--- config.mk ---
export PLATFORM = sky130hd
export DESIGN_NAME = mul_mips_controller
export DESIGN_NICKNAME = d
export VERILOG_FILES = /design/src/rtl/mips_ctrl_pkg.sv /design/src/rtl/alu_decoder_mips.sv /design/src/rtl/mul_mips_controller.sv
export SDC_FILE = /design/constraint.sdc
export NUM_CORES = 1
export LEC_CHECK = 0
export BUFFER_PORTS_ARGS = -buffer_cell sky130_fd_sc_hd__buf_4
export CAP_MARGIN = 0
export CORE_UTILIZATION = 45
export CTS_CLUSTER_SIZE = 16
export DETAILED_ROUTE_END_ITERATION = 8
export GPL_ROUTABILITY_DRIVEN = 0
export PLACE_DENSITY = 0.79
export REMOVE_ABC_BUFFERS = 1
export SLEW_MARGIN = 20
export SYNTH_ARGS = -nofsm -noshare
export SYNTH_HDL_FRONTEND = slang
export SYNTH_SLANG_ARGS = --single-unit
--- constraint.sdc ---
create_clock -name clk -period 2.1 [get_ports clk]
set_input_delay 0 -clock clk [delete_from_list [all_inputs] [get_ports clk]]
set_output_delay 0 -clock clk [all_outputs]
set_load 0.02 [all_outputs]
--- src/rtl/mips_ctrl_pkg.sv ---
// Shared definitions for the multicycle MIPS control unit: FSM state
// encoding, instruction field constants, ALU control codes, datapath
// select encodings and the ALU operation class passed to the ALU decoder.
package mips_ctrl_pkg;

  typedef enum logic [3:0] {
    ST_FETCH   = 4'd0,
    ST_DECODE  = 4'd1,
    ST_MEMADR  = 4'd2,
    ST_MEMRD   = 4'd3,
    ST_MEMWB   = 4'd4,
    ST_MEMWR   = 4'd5,
    ST_RTYPEEX = 4'd6,
    ST_RTYPEWB = 4'd7,
    ST_BEQEX   = 4'd8,
    ST_ADDIEX  = 4'd9,
    ST_ADDIWB  = 4'd10,
    ST_JEX     = 4'd11
  } state_t;

  // Opcodes (instr[31:26])
  localparam logic [5:0] OP_RTYPE = 6'b000000;
  localparam logic [5:0] OP_LW    = 6'b100011;
  localparam logic [5:0] OP_SW    = 6'b101011;
  localparam logic [5:0] OP_BEQ   = 6'b000100;
  localparam logic [5:0] OP_ADDI  = 6'b001000;
  localparam logic [5:0] OP_J     = 6'b000010;

  // R-type funct codes (instr[5:0])
  localparam logic [5:0] FN_ADD = 6'b100000;
  localparam logic [5:0] FN_SUB = 6'b100010;
  localparam logic [5:0] FN_AND = 6'b100100;
  localparam logic [5:0] FN_OR  = 6'b100101;
  localparam logic [5:0] FN_SLT = 6'b101010;

  // ALU control codes
  localparam logic [2:0] ALU_ADD = 3'b010;
  localparam logic [2:0] ALU_SUB = 3'b110;
  localparam logic [2:0] ALU_AND = 3'b000;
  localparam logic [2:0] ALU_OR  = 3'b001;
  localparam logic [2:0] ALU_SLT = 3'b111;

  // ALU B-operand select
  localparam logic [1:0] SRCB_RD2    = 2'b00;
  localparam logic [1:0] SRCB_FOUR   = 2'b01;
  localparam logic [1:0] SRCB_IMM    = 2'b10;
  localparam logic [1:0] SRCB_IMM_SH = 2'b11;

  // Next-PC select
  localparam logic [1:0] PCSRC_ALU_RES = 2'b00;
  localparam logic [1:0] PCSRC_ALU_OUT = 2'b01;
  localparam logic [1:0] PCSRC_JUMP    = 2'b10;

  // Operation class handed from the FSM to the ALU decoder
  typedef enum logic [1:0] {
    ALUOP_ADD   = 2'd0,
    ALUOP_SUB   = 2'd1,
    ALUOP_FUNCT = 2'd2
  } alu_op_t;

endpackage

--- src/rtl/alu_decoder_mips.sv ---
// Combinational ALU decoder.
// Ports:
//   alu_op  : operation class from the FSM (add / sub / decode funct)
//   funct   : instr[5:0]
//   alu_con : ALU control code
//   illegal : high when alu_op asks for funct decode and funct is unsupported
module alu_decoder_mips
  import mips_ctrl_pkg::*;
(
  input  logic [1:0] alu_op,
  input  logic [5:0] funct,
  output logic [2:0] alu_con,
  output logic       illegal
);

  always_comb begin
    alu_con = ALU_ADD;
    illegal = 1'b0;
    case (alu_op)
      ALUOP_ADD: alu_con = ALU_ADD;
      ALUOP_SUB: alu_con = ALU_SUB;
      ALUOP_FUNCT: begin
        case (funct)
          FN_ADD:  alu_con = ALU_ADD;
          FN_SUB:  alu_con = ALU_SUB;
          FN_AND:  alu_con = ALU_AND;
          FN_OR:   alu_con = ALU_OR;
          FN_SLT:  alu_con = ALU_SLT;
          default: begin
            alu_con = ALU_ADD;
            illegal = 1'b1;
          end
        endcase
      end
      default: alu_con = ALU_ADD;
    endcase
  end

endmodule

--- src/rtl/mul_mips_controller.sv ---
// Multicycle MIPS control unit: Moore FSM driving datapath selects and
// enables, with a memory wait handshake (mem_ready) and an optional
// watchdog on memory waits.
// Ports:
//   clk, rst            : clock, synchronous active-high reset
//   opcode, funct       : instruction fields from IR
//   zero_flag           : ALU zero (branch decision)
//   mem_ready           : memory completes the current access this cycle
//   alu_con, pc_src, alu_srca, alu_srcb, mem_to_reg, reg_dst, io_rd : selects
//   reg_wr, ir_wr, pc_en, mem_wr : enables
//   illegal_instr, mem_timeout_err : one-cycle error pulses
//   state_dbg           : current state encoding
// Handshake: a memory access (FETCH, MEMRD, MEMWR) is presented every cycle
// and completes in the cycle mem_ready=1; the FSM leaves that state on the
// following edge. mem_ready is ignored outside those states.
module mul_mips_controller
  import mips_ctrl_pkg::*;
#(
  parameter int alu_con_width = 3,
  parameter int timeout_width = 8,
  parameter int mem_timeout   = 0
) (
  input  logic                     clk,
  input  logic                     rst,
  input  logic [5:0]               opcode,
  input  logic [5:0]               funct,
  input  logic                     zero_flag,
  input  logic                     mem_ready,
  output logic [alu_con_width-1:0] alu_con,
  output logic [1:0]               pc_src,
  output logic                     alu_srca,
  output logic [1:0]               alu_srcb,
  output logic                     mem_to_reg,
  output logic                     reg_dst,
  output logic                     reg_wr,
  output logic                     io_rd,
  output logic                     ir_wr,
  output logic                     pc_en,
  output logic                     mem_wr,
  output logic                     illegal_instr,
  output logic                     mem_timeout_err,
  output logic [3:0]               state_dbg
);

  localparam logic                     WATCHDOG_ON   = (mem_timeout > 0);
  localparam logic [timeout_width-1:0] TIMEOUT_LIMIT = timeout_width'(mem_timeout);

  state_t                   state, state_next;
  state_t                   cur;
  logic [timeout_width-1:0] wait_cnt, wait_cnt_next;
  alu_op_t                  alu_op;
  logic                     alu_en;
  logic [2:0]               dec_con;
  logic                     dec_illegal;
  logic                     mem_wait_state;
  logic                     expired;

  always_ff @(posedge clk) begin
    if (rst) begin
      state    <= ST_FETCH;
      wait_cnt <= '0;
    end else begin
      state    <= state_next;
      wait_cnt <= wait_cnt_next;
    end
  end

  // While in reset the outputs decode as FETCH, even before the first edge.
  assign cur = rst ? ST_FETCH : state;

  assign mem_wait_state = (cur == ST_FETCH) || (cur == ST_MEMRD) || (cur == ST_MEMWR);

  // A same-cycle mem_ready wins over expiry.
  assign expired = WATCHDOG_ON && !rst && mem_wait_state && !mem_ready &&
                   (wait_cnt == TIMEOUT_LIMIT);

  alu_decoder_mips u_alu_dec (
    .alu_op  (alu_op),
    .funct   (funct),
    .alu_con (dec_con),
    .illegal (dec_illegal)
  );

  // States that do not use the ALU drive alu_con to 0.
  assign alu_con         = alu_en ? alu_con_width'(dec_con) : '0;
  assign mem_timeout_err = expired;
  assign state_dbg       = state;

  always_comb begin
    state_next    = cur;
    alu_op        = ALUOP_ADD;
    alu_en        = 1'b0;
    pc_src        = PCSRC_ALU_RES;
    alu_srca      = 1'b0;
    alu_srcb      = SRCB_RD2;
    mem_to_reg    = 1'b0;
    reg_dst       = 1'b0;
    reg_wr        = 1'b0;
    io_rd         = 1'b0;
    ir_wr         = 1'b0;
    pc_en         = 1'b0;
    mem_wr        = 1'b0;
    illegal_instr = 1'b0;

    case (cur)
      ST_FETCH: begin
        alu_srcb = SRCB_FOUR;
        alu_en   = 1'b1;
        ir_wr    = mem_ready;
        pc_en    = mem_ready;
        // On expiry the FSM simply stays here and retries the fetch.
        if (mem_ready) state_next = ST_DECODE;
      end
      ST_DECODE: begin
        alu_srcb = SRCB_IMM_SH;
        alu_en   = 1'b1;
        case (opcode)
          OP_LW, OP_SW: state_next = ST_MEMADR;
          OP_RTYPE:     state_next = ST_RTYPEEX;
          OP_BEQ:       state_next = ST_BEQEX;
          OP_ADDI:      state_next = ST_ADDIEX;
          OP_J:         state_next = ST_JEX;
          default: begin
            illegal_instr = 1'b1;
            state_next    = ST_FETCH;
          end
        endcase
      end
      ST_MEMADR: begin
        alu_srca   = 1'b1;
        alu_srcb   = SRCB_IMM;
        alu_en     = 1'b1;
        state_next = (opcode == OP_LW) ? ST_MEMRD : ST_MEMWR;
      end
      ST_MEMRD: begin
        io_rd = 1'b1;
        if (mem_ready)    state_next = ST_MEMWB;
        else if (expired) state_next = ST_FETCH;
      end
      ST_MEMWB: begin
        mem_to_reg = 1'b1;
        reg_wr     = 1'b1;
        state_next = ST_FETCH;
      end
      ST_MEMWR: begin
        io_rd  = 1'b1;
        mem_wr = 1'b1;
        if (mem_ready || expired) state_next = ST_FETCH;
      end
      ST_RTYPEEX: begin
        alu_srca      = 1'b1;
        alu_op        = ALUOP_FUNCT;
        alu_en        = 1'b1;
        illegal_instr = dec_illegal;
        state_next    = dec_illegal ? ST_FETCH : ST_RTYPEWB;
      end
      ST_RTYPEWB: begin
        reg_dst    = 1'b1;
        reg_wr     = 1'b1;
        state_next = ST_FETCH;
      end
      ST_BEQEX: begin
        alu_srca   = 1'b1;
        alu_op     = ALUOP_SUB;
        alu_en     = 1'b1;
        pc_src     = PCSRC_ALU_OUT;
        pc_en      = zero_flag;
        state_next = ST_FETCH;
      end
      ST_ADDIEX: begin
        alu_srca   = 1'b1;
        alu_srcb   = SRCB_IMM;
        alu_en     = 1'b1;
        state_next = ST_ADDIWB;
      end
      ST_ADDIWB: begin
        reg_wr     = 1'b1;
        state_next = ST_FETCH;
      end
      ST_JEX: begin
        pc_src     = PCSRC_JUMP;
        pc_en      = 1'b1;
        state_next = ST_FETCH;
      end
      default: state_next = ST_FETCH;
    endcase

    if (rst) begin
      reg_wr        = 1'b0;
      ir_wr         = 1'b0;
      pc_en         = 1'b0;
      mem_wr        = 1'b0;
      illegal_instr = 1'b0;
    end

    // Wait counter: counts consecutive unanswered memory cycles in one state.
    if (!mem_wait_state || mem_ready || expired || (state_next != cur))
      wait_cnt_next = '0;
    else if (wait_cnt != '1)
      wait_cnt_next = wait_cnt + 1'b1;
    else
      wait_cnt_next = wait_cnt;
  end

endmodule

### Yosys cells after proc, flatten, opt, wreduce, memory -nomap -nowiden

Index checks and enable logic that the tools add are counted.

| operators by class | value |
|---|---|
| equal/unequal tests | 23 |
| reductions and logical operators | 10 |
| muxes and demuxes | 32 |

Operators by type and width:

| kind | number |
|---|---|
| 6-bit == test, second input constant | 7 |
| 4-bit case mux with 7 select lines | 1 |
| 4-bit case mux with 5 select lines | 1 |
| 4-bit by 3-bit == test with 1-bit output, second input constant | 4 |
| 4-bit == test, second input constant | 4 |
| 1-bit 2-to-1 mux | 16 |
| 4-bit 2-to-1 mux | 4 |
| 3-bit case mux with 4 select lines | 1 |
| 6-bit OR reduction | 2 |
| 3-bit 2-to-1 mux | 3 |
| 4-bit by 2-bit == test with 1-bit output, second input constant | 2 |
| 2-bit case mux with 2 select lines | 2 |
| 6-bit by 2-bit == test with 1-bit output, second input constant | 1 |
| 6-bit by 3-bit == test with 1-bit output, second input constant | 1 |
| 6-bit by 4-bit == test with 1-bit output, second input constant | 1 |
| 6-bit logical NOT | 1 |
| 2-bit case mux with 3 select lines | 1 |
| 3-bit case mux with 2 select lines | 1 |
| 2-bit OR reduction | 3 |
| 5-bit OR reduction | 1 |
| 4-bit by 1-bit == test with 1-bit output, second input constant | 1 |
| 4-bit logical NOT | 1 |
| 4-bit OR reduction | 1 |
| 1-bit case mux with 3 select lines | 1 |
| 4 further kinds | 4 |

| word-level totals | value |
|---|---|
| register bits after elaboration | 4 |
| output and inout bits | 21 |
| bits of input ports | 16 |

### Logic depth before layout (Yosys ltp)

Gate-level depths: netlist (run 1).

| logic depth | value |
|---|---|
| depth after elaboration | 7 |
| depth in mapped cells | 8 |

### Hierarchy

From an unflattened synthesis (run 1), not the netlist that was laid out.

| unflattened totals | value |
|---|---|
| cell total of the unflattened synthesis | 111 |
| area, all modules | 763.2 sq um |

By module, submodules not included:

| module | seq. area each (sq um) | area each (sq um) | cells each | times used |
|---|---|---|---|---|
| mul_mips_controller | 80.1 | 614.3 | 91 | 1 |
| alu_decoder_mips | 0.0 | 148.9 | 20 | 1 |

### Worst setup path before layout (run 1)

OpenSTA, ideal clock, no wires.

| timing path | value |
|---|---|
| path kind | reg-to-output |
| start point | register state[3] (netlist: state_dbg[3]) |
| end point | output alu_con[0] |
| buffers on the path | 1 |
| data required time | 2.100 ns |
| arrival time | 2.543 ns |
| cell stages (with the launch flop) | 8 |
| path slack | -0.443 ns |
| cells stage by stage | dfxtp_1 buf_2 inv_1 nor4_2 inv_1 ha_1 or2_1 nor3_1 |

| between the ends | value |
|---|---|
| cells in the longest elaborated chain, start to end | 6 |

RTL lines:

| what | line | source |
|---|---|---|
| from (decl) | mul_mips_controller.sv:48 | `state_t state, state_next;` |
| from (signal assigned) | mul_mips_controller.sv:63 | `state <= state_next;` |
| 4-bit 2-to-1 mux (*) | mul_mips_controller.sv:69 | `assign cur = rst ? ST_FETCH : state;` |
| 4-bit == test or 4-bit by 3-bit == test with 1-bit output (tied branches) | mul_mips_controller.sv:105 | `case (cur)` |
| 2-bit case mux with 2 select lines | mul_mips_controller.sv:105 |  |
| 2-bit == test or 2-bit by 1-bit == test with 1-bit output (tied branches) | alu_decoder_mips.sv:19 | `case (alu_op)` |
| 3-bit case mux with 2 select lines | alu_decoder_mips.sv:19 |  |
| 3-bit 2-to-1 mux (*) | mul_mips_controller.sv:85 | `assign alu_con = alu_en ? alu_con_width'(dec_con) : '0;` |
| to (decl) | mul_mips_controller.sv:29 | `output logic [alu_con_width-1:0] alu_con,` |

Mark *: on every way between the ends. The rest lies on a longest branch, timed or not.

### Worst setup path after layout (run 1)

Ends and elaborated chain as after synthesis.

==> key figures, run 1 <==
Route
  – Vias: 964
  – Post-route ant nets: 0
  – Initial drt markers: 29
  – DR DRC count: 0
  – Routed WL: 2.33 mm
  – Pre-antenna DRT Iters: 4
  – Routed wire length per instance: 14.4 um
  – Avg Vias per Cell: 5.95

Floorplan
  – Row Count: 14
  – Starting density of the core: 48.2%
  – Die area: 1800 um2
  – Io pins: 37
  – Floorplan core area: 1520 um2
  – Overall die height: 42.4 um
  – Die X: 42.4 um

STA
  – Min Tclk post-route: 1.98 ns
  – Setup TNS: 0 ns
  – Period utilization: 94.4%
  – Slew Viols, Final: 0
  – Setup violators final: 0
  – Hold Vio Cnt, Final: 0
  – Worst-case clock skew: 0.00352 ns
  – Max Clock Freq: 0.504 GHz

Pwr
  – Switch Pwr: 0.0992 mW
  – Worst VDD drop: 0.231 mV
  – Comb power frac: 39.2%
  – Pint: 0.194 mW
  – Pwr dens: 275 nW/um2
  – Leakage Power: 0.426 nW
  – Seq pwr share: 26.9%
  – Total power: 0.294 mW
  – Clock power share: 33.9%
  – Sw Ratio: 33.8%

CTS
  – Clock root buffer master: clkbuf_4
  – Worst skew pair latency: 0.24 ns
  – Max Root-Sink Buffers: 2
  – H-tree Lvls: 1
  – CTS tree: yes
  – Post-CTS setup buffers: 0
  – Sink Count: 4
  – Clock slew at reported path FFs: 0.04 ns
  – CTS Buf Count: 3

Synthesis
  – Post-synth ARST share: 0%
  – Syn Area/Cell: 6.74 um2
  – Post-Syn Area: 734 um2
  – Synth top area share: 10.9%
  – Gate Count Post-Synth: 109
  – Most frequent cells after synthesis: 11 x nor2_1, 9 x a21oi_1, 7 x nand2_1
  – Seq/Total Area, Yosys: 10.9%
  – Synth Warn #: 0
  – Ys flop type: dfxtp_1
  – Most common cell in the synthesized netlist: nor2_1
  – Yosys cell types: 43
  – Top cells by area, synth: dfxtp_1 11%, a21oi_1 6.1%, nor2_1 5.6%
  – EDFF count, synth: 0
  – Synthesis-stage register bit count: 4
  – Leading area contributor after synthesis: dfxtp_1

Global routing
  – Remaining Overflow, GRT: 0
  – First-pass GRT wire length: 4.02 mm
  – Initial antenna violation count: 0
  – Largest net degree at the start of global routing: 17
  – Overall routing resource usage: 29.0%
  – Vias in the first global route: 906

Cells and area
  – Largest register FFs: 4
  – Diode count: 0
  – Nets: 166
  – Layout area overhead: 45.1%
  – Layout cells sized above 1: 34.2%
  – Final Instance Area: 1070 um2
  – Layout Cells excl Fill: 162

Job
  – Maxcap violations: 0

Worst setup path
  – WP depth: 6
  – Worst path cell trace: or3b_1 -> nor2_4 -> ha_1 -> or2_1 -> nor3_1 -> buf_4
  – Slowest cell delay on critical path: 0.46 ns
  – Critical Path End Type: primary output
  – Worst Setup Path Type: flop to primary output
  – Critical Path AT: 1.98 ns
  – R2r worst-path depth: 6
  – CP top delay family: simple AND/OR/NAND/NOR gates
  – Crit-path max FO: 3
  – Startpoint types: flop
  – Worst Path Required: 2.10 ns
  – Slowest cell on crit path: or3b_1
  – Crit path buffers/inverters: 1

Placed design
  – Port Buffers: 35
  – Cell total after placement: 159
  – Placed inst area: 1030 um2
  – Half-perimeter wire length after detailed placement: 1.81 mm

Status
  – Status: complete, no violations

Hold path
  – Hold Path Stages: 2
  – Hold crit path type: input port to flop
==> what timing repair did <==
| item | in CTS | in global routing |
|---|---|---|
| endpoints found under the setup margin | 0 | 2 |
| resized for setup | 0 | 3 |
| hold buffers | 0 | 0 |
==> cells by family after synthesis <==
kind of cell / synth area share (%)
mux: 1.53
simple gates: 45.5
buf+inv: 7.84
compound gates: 25.6
xor+xnor: 4.77
flops: 10.9
other cells: 0.511
fa+ha+maj: 3.41
==> through the flow <==
step           setup WS [ns]  utilization [%]  hold WS, ns
6_report               0.117             70.0       0.0301
5_1_grt              -0.0138             70.0       0.0558
4_1_cts               0.0661             68.9       0.0172
3_5_place_dp           0.326             67.4        0.270
3_3_place_gp           0.362             67.4        0.270
2_1_floorplan         -0.453                -       0.0679
==> power by group through the flow <==
stage	combinational [mW]	clock (mW)	sequential, mW
after floorplan	0.0486	0	0.0864
after global placement	0.110	0	0.0801
after detailed placement	0.112	0	0.0801
after CTS	0.112	0.102	0.0789
after global routing	0.126	0.102	0.0789
final	0.115	0.0995	0.0789
==> layout by cell type, fill, tap and decap left out, types with 3 or more instances in the layout <==
| cell | n |
|---|---|
| or3b_1 | 3 |
| nand2_1 | 7 |
| nor4_1 | 3 |
| inv_1 | 5 |
| buf_4 | 41 |
| nor2_1 | 11 |
| dfxtp_1 | 4 |
| o31ai_1 | 3 |
| xnor2_1 | 3 |
| nor2b_1 | 4 |
| nor3b_1 | 3 |
| nor3_1 | 6 |
| nand2b_1 | 3 |
| nand3_1 | 6 |
| clkbuf_4 | 3 |
| a21oi_1 | 9 |
==> cell type report <==
class / instances / area, um2
Clock buffer: 3 / 22.5
Inverter: 6 / 22.5
Tap cell: 16 / 20.0
Timing Repair Buffer: 41 / 308
Sequential cell: 4 / 80.1
Multi-Input combinational cell: 92 / 613
Fill cell: 132 / 458
==> worst register-to-register path, stage by stage (launching register included) <==
cell      delay [ns]
dfxtp_1         0.31
or3b_1          0.46
nor2_4          0.17
ha_1            0.22
o31ai_1         0.12
o21ai_0         0.21
a311oi_2        0.12
==> worst paths after layout <==
kind                startpoint      endpoint  slack (ns)
hold reg to reg   state_dbg[2]  state_dbg[3]        0.62
setup reg to reg  state_dbg[3]  state_dbg[0]        0.37
hold / removal             rst  state_dbg[0]        0.03
setup / recovery  state_dbg[3]    alu_con[0]        0.12
==> layer usage <==
metal  up-vias  GRT usage, %  part of all wire (%)
li1        473             -                     -
met1       434          34.2                    41
met2        50          52.0                    50
met3         7          3.02                   6.8
met4         0          13.1                   2.8
met5         -             0                     0
Power figures use the tool's default switching activity.
==> inputs of run 2 (changes only) <==
GPL_TIMING_DRIVEN = 0   (was default)
PLACE_DENSITY = 0.81   (was 0.79)
==> key figures, run 2 (synthesis results as in run 1) <==
Pwr
  – Worst VDD drop: 0.220 mV (-4.6%)
  – Sw Ratio: 33.5% (-0.26 points)
  – Leakage Power: 0.445 nW (+4.3%)
  – Comb power frac: 37.8% (-1.4 points)
  – Clock power share: 33.8% (about the same)
  – Pwr dens: 259 nW/um2 (-6.1%)
  – Total power: 0.288 mW (-2.0%)
  – Switch Pwr: 0.0964 mW (-2.8%)
  – Pint: 0.191 mW (-1.6%)
  – Seq pwr share: 28.5% (+1.6 points)

Cells and area
  – Layout Cells excl Fill: 165 (+1.9%)
  – Layout area overhead: 51.4%
  – Nets: 169 (+1.8%)
  – Final Instance Area: 1110 um2 (+4.3%)
  – Most common cell after layout, fill and taps aside: buf_4
  – Largest register FFs: 4 (unchanged)
  – Diode count: 0 (unchanged)
  – Core Util, Final: 73.0% (+3.0 points)
  – Layout cells sized above 1: 40.3% (+6.0 points)
  – Filler instances: 125 (-5.3%)
  – Most frequent cells in the layout: 44 x buf_4, 11 x nor2_1, 9 x a21oi_1, 7 x nand2_1, 6 x nand3_1

Floorplan
  – Die area: 1800 um2 (unchanged)
  – Row Count: 14 (unchanged)
  – Floorplan core area: 1520 um2 (unchanged)
  – Starting density of the core: 48.2% (unchanged)
  – Overall die height: 42.4 um (unchanged)
  – Die X: 42.4 um (unchanged)
  – Io pins: 37 (unchanged)

Status
  – Status: complete, no violations

Global routing
  – Overall routing resource usage: 25.4% (-3.6 points)
  – Largest net degree at the start of global routing: 18 (+1)
  – Remaining Overflow, GRT: 0 (unchanged)
  – First-pass GRT wire length: 3.59 mm (-11%)
  – Vias in the first global route: 865 (-4.5%)
  – Initial antenna violation count: 0 (unchanged)

Placed design
  – Placed inst area: 982 um2 (-4.4%)
  – Half-perimeter wire length after detailed placement: 1.62 mm (-11%)
  – Place WS: -0.118 ns (-0.444 ns)
  – Port Buffers: 35 (unchanged)
  – Cell total after placement: 153 (-3.8%)

STA
  – Min Tclk post-route: 2.04 ns (+0.0529 ns)
  – Hold Vio Cnt, Final: 0 (unchanged)
  – Period utilization: 96.9% (+2.5 points)
  – Setup TNS: 0 ns (unchanged)
  – Slew Viols, Final: 0 (unchanged)
  – Final hold slack: 0.0204 ns (-0.00970 ns)
  – Setup violators final: 0 (unchanged)
  – Worst-case clock skew: 0.000767 ns (-0.00275 ns)
  – Slack of the critical path: 0.0643 ns (-0.0529 ns)
  – Max Clock Freq: 0.491 GHz (-2.6%)

Route
  – Routed wire length per instance: 14.1 um (-2.1%)
  – DR DRC count: 0 (unchanged)
  – Routed WL: 2.32 mm (-0.26%)
  – Post-route ant nets: 0 (unchanged)
  – Pre-antenna DRT Iters: 4 (unchanged)
  – Initial drt markers: 25 (-14%)
  – Avg Vias per Cell: 5.93 (-0.29%)
  – Vias: 979 (+1.6%)

Worst setup path
  – CP endpoint: alu_con[0]
  – Slowest cell on crit path: or3b_4
  – R2r worst-path depth: 6 (unchanged)
  – Slowest cell delay on critical path: 0.44 ns (-0.02 ns)
  – Worst Path Required: 2.10 ns (about the same)
  – Worst Setup Path Type: flop to primary output
  – Critical Path End Type: primary output
  – CP startpoint: state_dbg[0]
  – Crit-path max FO: 17 (+14)
  – Critical Path AT: 2.04 ns (+0.06 ns)
  – Worst path cell trace: or3b_4 -> nor2_4 -> ha_1 -> or2_1 -> nor3_2 -> buf_4
  – Reg2reg start: state_dbg[0]
  – Terminus of the critical flop-to-flop path: state_dbg[0]
  – Worst R2R Setup Slack: 0.29 ns (-0.08 ns)
  – Startpoint types: flop

CTS
  – Worst skew pair latency: 0.24 ns (about the same)
  – Sink Count: 4 (unchanged)
  – Clock slew at reported path FFs: 0.04 ns (about the same)
  – CTS tree: yes
  – CTS Buf Count: 3 (unchanged)
  – Clock root buffer master: clkbuf_4
  – H-tree Lvls: 1 (unchanged)
  – Max Root-Sink Buffers: 2 (unchanged)

Hold path
  – Hold crit path type: input port to flop
  – Hold Path Stages: 2 (unchanged)

Job
  – Maxcap violations: 0 (unchanged)
run 2: per-layer routing:
metal	share of wire (%)	GRT usage (%)	vias to the layer above
met5	0	0	-
met1	39	29.6	440
met4	2.7	10.6	0
li1	-	-	479
met3	6.6	3.88	7
met2	52	45.5	53
run 2: repair_timing:
item / in CTS / in global routing
pin swaps: 2 / 2
resized for setup: 11 / 2
hold buffers: 0 / 0
endpoints found under the hold margin: 0 / 0
setup buffers: 2 / 7
endpoints found under the setup margin: 5 / 3
run 2: cell type report:
class                           instances  area, um2  share of cell area [%]
Tap cell                               16       20.0                    1.80
Multi-Input combinational cell         92        621                    55.8
Timing Repair Buffer                   44        330                    29.7
Clock buffer                            3       22.5                    2.02
Sequential cell                         4       92.6                    8.32
Inverter                                6       26.3                    2.36
run 2: how the worst min path moves through the flow:
stage,startpoint,end
global route,rst,state_dbg[0]
CTS,rst,state_dbg[0]
finish,rst,state_dbg[0]
floorplan,rst,state_dbg[0]
global placement,rst,state_dbg[0]
detailed placement,rst,state_dbg[0]
run 2: power by group through the flow:
stage	sequential [mW]	combinational [mW]	clock (mW)
final	0.0819	0.109	0.0972
after global routing	0.0825	0.118	0.101
after CTS	0.0833	0.105	0.0961
after detailed placement	0.0859	0.101	0
after global placement	0.0860	0.0987	0
after floorplan	0.0864	0.0486	0
run 2: critical path: cells and delay by family (launching register included):
family / cells / cell delay, ns
adders and majority gates: 1 / 0.26
and+or+nand+nor: 4 / 0.97
DFF: 1 / 0.41
buffers and inverters: 1 / 0.16
